==> src/rtl/foo_egress_pkg.sv <==
// Shared types, default parameters and pointer helper
// for the foo egress buffer.
package foo_egress_pkg;

  localparam int DEF_DATA_W       = 32;
  localparam int DEF_DEPTH        = 4;
  localparam int DEF_PIPE_LATENCY = 3;
  localparam int DEF_CW           = $clog2(DEF_DEPTH + 1);

  typedef logic [DEF_DATA_W-1:0] data_t;
  typedef logic [DEF_CW-1:0]     cnt_t;

  // Wrap by explicit compare so non-power-of-2 depths work.
  function automatic int unsigned ptr_inc(
    input int unsigned ptr,
    input int unsigned depth
  );
    return (ptr + 1 >= depth) ? 0 : ptr + 1;
  endfunction

endpackage

==> src/rtl/foo_egress_fifo.sv <==
// Registered-output FIFO holding foo pipeline results.
// Head is presented the cycle after write; no fall-through.
module foo_egress_fifo
  import foo_egress_pkg::*;
#(
  parameter  int DATA_W = DEF_DATA_W,
  parameter  int DEPTH  = DEF_DEPTH,
  localparam int CW     = $clog2(DEPTH + 1)
) (
  input  logic              clk,
  input  logic              rst,
  input  logic              push,
  input  logic [DATA_W-1:0] push_data,
  output logic              out_valid,
  input  logic              out_ready,
  output logic [DATA_W-1:0] out_data,
  output logic [CW-1:0]     occupancy
);

  localparam int PW = (DEPTH > 1) ? $clog2(DEPTH) : 1;

  logic [DATA_W-1:0] mem_q [DEPTH];
  logic [DATA_W-1:0] mem_d [DEPTH];
  logic [PW-1:0]     rd_ptr_q, rd_ptr_d;
  logic [PW-1:0]     wr_ptr_q, wr_ptr_d;
  logic [CW-1:0]     occ_q, occ_d;
  logic              out_valid_q, out_valid_d;
  logic [DATA_W-1:0] out_data_q, out_data_d;
  logic              full;
  logic              pop;
  logic              push_acc;

  // Next-state for storage, pointers, count and registered head.
  always_comb begin
    full     = (occ_q == CW'(DEPTH));
    pop      = out_valid_q && out_ready;
    push_acc = push && (!full || pop);
    mem_d    = mem_q;
    rd_ptr_d = rd_ptr_q;
    wr_ptr_d = wr_ptr_q;
    occ_d    = occ_q;
    if (push_acc) begin
      mem_d[wr_ptr_q] = push_data;
      wr_ptr_d = PW'(ptr_inc(32'(wr_ptr_q), DEPTH));
    end
    if (pop) begin
      rd_ptr_d = PW'(ptr_inc(32'(rd_ptr_q), DEPTH));
    end
    case ({push_acc, pop})
      2'b10:   occ_d = occ_q + CW'(1);
      2'b01:   occ_d = occ_q - CW'(1);
      default: occ_d = occ_q;
    endcase
    out_valid_d = (occ_d != '0);
    out_data_d  = out_data_q;
    if (occ_d != '0) begin
      // The slot being written this edge becomes head only if
      // it is the sole remaining entry.
      if (push_acc && (rd_ptr_d == wr_ptr_q)) begin
        out_data_d = push_data;
      end else begin
        out_data_d = mem_q[rd_ptr_d];
      end
    end
  end

  // State registers.
  always_ff @(posedge clk or negedge rst) begin
    if (!rst) begin
      for (int i = 0; i < DEPTH; i++) begin
        mem_q[i] <= '0;
      end
      rd_ptr_q    <= '0;
      wr_ptr_q    <= '0;
      occ_q       <= '0;
      out_valid_q <= 1'b0;
      out_data_q  <= '0;
    end else begin
      mem_q       <= mem_d;
      rd_ptr_q    <= rd_ptr_d;
      wr_ptr_q    <= wr_ptr_d;
      occ_q       <= occ_d;
      out_valid_q <= out_valid_d;
      out_data_q  <= out_data_d;
    end
  end

  assign out_valid = out_valid_q;
  assign out_data  = out_data_q;
  assign occupancy = occ_q;

endmodule

==> src/rtl/foo_egress_buffer.sv <==
// Credit-managed egress buffer for the non-stallable foo pipeline.
// Optional sticky err output under FOO_EGRESS_ERR_EN.
module foo_egress_buffer
  import foo_egress_pkg::*;
#(
  parameter  int DATA_W       = DEF_DATA_W,
  parameter  int DEPTH        = DEF_DEPTH,
  parameter  int PIPE_LATENCY = DEF_PIPE_LATENCY,
  localparam int CW           = $clog2(DEPTH + 1)
) (
  input  logic              clk,
  input  logic              rst,
  input  logic              issue_valid,
  output logic              issue_ready,
  input  logic              pipe_valid,
  input  logic [DATA_W-1:0] pipe_data,
  output logic              out_valid,
  input  logic              out_ready,
  output logic [DATA_W-1:0] out_data,
  output logic [CW-1:0]     occupancy
`ifdef FOO_EGRESS_ERR_EN
  ,
  output logic              err
`endif
);

  // Inflight never legally exceeds min(DEPTH, PIPE_LATENCY);
  // the cap only keeps illegal traffic from wrapping the counter.
  localparam int CAP_RAW =
    (PIPE_LATENCY > DEPTH) ? PIPE_LATENCY : DEPTH;
  localparam int CAP_MAX = (2 ** CW) - 1;
  localparam int INFL_CAP =
    (CAP_RAW > CAP_MAX) ? CAP_MAX : CAP_RAW;

  logic [CW-1:0] inflight_q, inflight_d;
  logic [CW:0]   used;

  foo_egress_fifo #(
    .DATA_W (DATA_W),
    .DEPTH  (DEPTH)
  ) u_fifo (
    .clk       (clk),
    .rst       (rst),
    .push      (pipe_valid),
    .push_data (pipe_data),
    .out_valid (out_valid),
    .out_ready (out_ready),
    .out_data  (out_data),
    .occupancy (occupancy)
  );

  // Credit accounting; issue_ready depends on registers only.
  always_comb begin
    inflight_d = inflight_q;
    if (issue_valid && !pipe_valid) begin
      if (inflight_q != CW'(INFL_CAP)) begin
        inflight_d = inflight_q + CW'(1);
      end
    end else if (!issue_valid && pipe_valid) begin
      if (inflight_q != '0) begin
        inflight_d = inflight_q - CW'(1);
      end
    end
    used        = {1'b0, occupancy} + {1'b0, inflight_q};
    issue_ready = (used < (CW + 1)'(DEPTH));
  end

  // Inflight counter register.
  always_ff @(posedge clk or negedge rst) begin
    if (!rst) begin
      inflight_q <= '0;
    end else begin
      inflight_q <= inflight_d;
    end
  end

`ifdef FOO_EGRESS_ERR_EN
  logic err_q, err_d;
  logic overflow;

  // Sticky protocol-violation flag.
  always_comb begin
    overflow = pipe_valid
            && (occupancy == CW'(DEPTH))
            && !(out_valid && out_ready);
    err_d = err_q
         || overflow
         || (issue_valid && !issue_ready)
         || (pipe_valid && (inflight_q == '0))
         || (int'(inflight_q) > PIPE_LATENCY);
  end

  // Error flag register.
  always_ff @(posedge clk or negedge rst) begin
    if (!rst) begin
      err_q <= 1'b0;
    end else begin
      err_q <= err_d;
    end
  end

  assign err = err_q;
`endif

endmodule

==> config.mk <==
export PLATFORM = sky130hd
export DESIGN_NAME = foo_egress_buffer
export DESIGN_NICKNAME = d
export VERILOG_FILES = /design/src/rtl/foo_egress_pkg.sv /design/src/rtl/foo_egress_fifo.sv /design/src/rtl/foo_egress_buffer.sv
export SDC_FILE = /design/constraint.sdc
export NUM_CORES = 1
export LEC_CHECK = 0
export ABC_AREA = 1
export CAP_MARGIN = 20
export CORE_AREA = 2 2 152 154
export CTS_BUF_LIST = sky130_fd_sc_hd__clkbuf_4
export CTS_CLUSTER_DIAMETER = 80
export DETAILED_ROUTE_END_ITERATION = 10
export DIE_AREA = 0 0 154 156
export GPL_TIMING_DRIVEN = 0
export HOLD_SLACK_MARGIN = 0.12
export PLACE_DENSITY = 0.54
export SETUP_SLACK_MARGIN = 0.3
export SLEW_MARGIN = 0
export SYNTH_ARGS = -nofsm -noshare
export SYNTH_HDL_FRONTEND = slang
export SYNTH_SLANG_ARGS = --single-unit
==> constraint.sdc <==
create_clock -name clk -period 2.2 [get_ports clk]
set_clock_uncertainty 0.2 [all_clocks]
set_input_delay 0.22 -clock clk [delete_from_list [all_inputs] [get_ports clk]]
set_output_delay 0.22 -clock clk [all_outputs]
set_load 0.005 [all_outputs]
==> run summary, run 1 <==
Status: completed
Unrepaired setup endpoints after global routing: yes
Sequential area share after synthesis: 0.485
Synth Area in Compound Gates: 0.0748
Final WL: 28,300 µm
Dpl cell area: 0.00999 mm²
Maximum fanout along the worst path: 6
WL per Instance: 17.0 µm
Sequential share of power: 0.282
Mapped Avg Cell Area: 7.50 µm²
Switching Fraction: 0.455
H-tree depth: 4
Switching power: 8.77 mW
Final Critical Period: 2.14 ns
CP Capture Type: flop
Final Power: 19.3 mW
Initial drt markers: 541
Mux cell area share after synthesis: 0
Fin. max-slew vios: 0
Synth Area in XOR/XNOR: 0.00198
Max layer used: met4
Via-to-Cell Ratio: 5.05
Setup TNS: 0 ns
CP Buf/Inv Count: 2
Antenna Nets Post-Route: 0
Worst Path Arrival: 2.44 ns
Clk network pwr share: 0.097
Hold_ws: 0.0372 ns
DR WL met2: 13,700 µm
Cells after synthesis: 1,177
Worst path most repeated cell: nand2_4
Power per Cell Area: 1630 mW/mm²
Crit-path leading delay family: simple AND/OR/NAND/NOR gates
Mapped Nets: 1,225
First-pass GRT wire length: 44,600 µm
Post-Synth Adder-Cell Area: 0.0173
Tcrit/Tclk final: 0.974
Top Ports: 74
Fin util: 0.530
Finished Cell Area: 0.0119 mm²
Grt ovf: 0
Worst Hold Class: in2async
Fillers: 2,182
Die span in x: 154 µm
Nets@finish: 1,412
Commonest cells after routing, fill and taps aside: 331 x nand2_1, 175 x inv_1, 169 x dfrtp_1
Main combinational cell family by area after synthesis: simple AND/OR/NAND/NOR gates
CTS root buffer: clkbuf_4
Synth warn: 0
Yosys reg bits: 171
First-pass detailed-route iteration total: 5
CTS tree: built
Total CTS buffers: 17
WL met1: 12,400 µm
Crit path kind: reg2reg
Maximum VDD drop: 0.550 mV
Post-Syn Area: 0.00883 mm²
Worst skew pair latency: 0.58 ns
CP startpoint kind: flop
CTS sink cnt: 171
Initial Util: 0.395
Fmax: 467 MHz
Hold Fails Final Rpt: 0
Pin count of the biggest net entering global routing: 96
Synth unique cells: 23
IO buf count: 73
Share of total power in combinational logic: 0.621
Worst path max stage delay: 0.44 ns
Max-cap violations: 0
Share of cells above drive strength 1: 0.190
CTS Buffer Depth: 2
Hold-fix buffers, CTS: 23
Final GP Congestion: 0.799
Die height: 156 µm
Post-Synth Simple-Gate Area: 0.299
Relative max-transition margin: 0.511
Core area: 0.0224 mm²
Crit path required time: 2.50 ns
Tot GR Track Use: 0.239
Cell row count: 55
Vias in the first global route: 8,241
DRC: 0
Worst-path cell with the longest stage delay: dfrtp_2
Most common cell after layout, fill and taps aside: nand2_1
Via count: 8,391
Die area: 0.0240 mm²
Leak pwr: 6.28 nW
Endpoints failing setup: 0
P&R area growth vs syn: 34.3%
Crit-path cells: nand2_4 > clkinv_4 > nand2_4 > fa_2 > nand3_2 > nand3_2 > nand2_4 > nand3_4 > buf_6 > nand2_2 > nand2_2
Measured slew at the worst slew-check pin: 0.734 ns
Routed wl met3: 1440 µm
Detailed placement HPWL: 17,800 µm
Internal: 10.5 mW
Clk slew on worst S/H paths: 0.16 ns
Initial antenna violation count: 1
cells by family after synthesis:
kind of cell / count (synthesis)
and+or+nand+nor: 608
buffers and inverters: 253
xor gates and xnor gates: 2
AOI/OAI and AO/OA: 132
adders and majority gates: 11
DFF: 171
Yosys cell counts:
cell type  count  area, µm²
inv_1        178        668
nor4_1         1       6.26
o21ai_0      130        651
clkbuf_1      24       90.1
buf_6         11        124
buf_4          1       7.51
ha_1           9        113
nand2_2       10       62.6
fa_1           2       40.0
nand2_1      382       1430
nand3_1      172        861
nor2_1         5       18.8
buf_1          2       7.51
clkinv_2       1       5.00
nand2_4        2       22.5
xnor2_1        2       17.5
nor2_4         1       11.3
dfrtp_1      171       4280
o21ai_1        2       10.0
buf_2         35        175
nand3_2        1       10.0
nand4_1       34        213
inv_2          1       3.75
worst register-to-register path: cells and delay by family, from the launching register on:
family,cells,cell delay (ns)
AND/OR/NAND/NOR,8,0.78
flip-flops,1,0.44
adder cells (fa/ha/maj),1,0.38
buffers and inverters,2,0.29
flip-flops by register name, summed over array words and instances, names as in the netlist:
name              flops
u_fifo.wr_ptr_q       2
u_fifo.out_valid      1
inflight_q            3
u_fifo.mem_q        128
u_fifo.rd_ptr_q       2
u_fifo.occupancy      3
u_fifo.out_data      32
repair_timing:
item,in CTS,in global routing
endpoints found under the setup margin,200,167
gates resized for setup,184,124
cloned,5,10
pin swaps,52,24
hold endpoints to repair,245,43
setup buffers,39,17
metrics by stage:
stage | instances | setup slack, ns
5_1_grt | 1663 | -0.0643
3_3_place_gp | 1535 | -6.78
3_5_place_dp | 1536 | -0.494
2_1_floorplan | 1177 | 0.213
6_report | 1663 | 0.0580
4_1_cts | 1635 | -0.0298
final timing paths:
check,startpoint,end,slack [ns],cells past startpoint
worst max-delay path,u_fifo.out_valid$_DFF_PN0_,u_fifo.out_data[29]$_DFFE_PN0P_,0.06,11
worst min-delay path,rst,u_fifo.out_data[7]$_DFFE_PN0P_,0.04,2
worst max register to register,u_fifo.out_valid$_DFF_PN0_,u_fifo.out_data[29]$_DFFE_PN0P_,0.06,11
worst min register to register,u_fifo.mem_q[100]$_DFFE_PN0P_,u_fifo.mem_q[100]$_DFFE_PN0P_,0.30,2
max in group asynchronous,rst,u_fifo.out_valid$_DFF_PN0_,0.87,3
min in group clk,pipe_data[4],u_fifo.mem_q[100]$_DFFE_PN0P_,0.15,3
per-layer routing:
layer,vias up,track usage
met1,4021,0.318
li1,4093,-
met3,45,0.0356
met5,-,0
met2,232,0.395
met4,0,0.0899
power by group through the flow:
stage	clock network (mW)	logic, mW	registers [mW]
after global placement	0	9.12	5.51
after detailed placement	0	9.21	5.51
final	1.88	12.0	5.43
after floorplan	0	6.13	5.38
after global routing	2.06	13.3	5.61
after CTS	1.93	10.8	5.40
cell type report:
type	instances	area (µm²)	area share
Clock inverter	14	143	0.0120
Clock buffer	18	135	0.0114
Antenna cell	1	2.50	0.000211
Timing Repair Buffer	165	1680	0.142
Buffer	73	766	0.0646
Tap cell	285	357	0.0301
Sequential cell	171	4280	0.361
Multi-Input combinational cell	756	3800	0.321
Inverter	180	691	0.0582
No activity file was read; power rests on OpenSTA's default activity.
==> run 2: changes to the inputs <==
--- a/config.mk
+++ b/config.mk
@@ -9,7 +9,7 @@
 export CAP_MARGIN = 20
 export CORE_AREA = 2 2 152 154
 export CTS_BUF_LIST = sky130_fd_sc_hd__clkbuf_4
-export CTS_CLUSTER_DIAMETER = 80
+export CTS_CLUSTER_DIAMETER = 120
 export DETAILED_ROUTE_END_ITERATION = 10
 export DIE_AREA = 0 0 154 156
 export GPL_TIMING_DRIVEN = 0
==> results of run 2 <==
Final layout, timing and power as in run 1 (identical DEF).
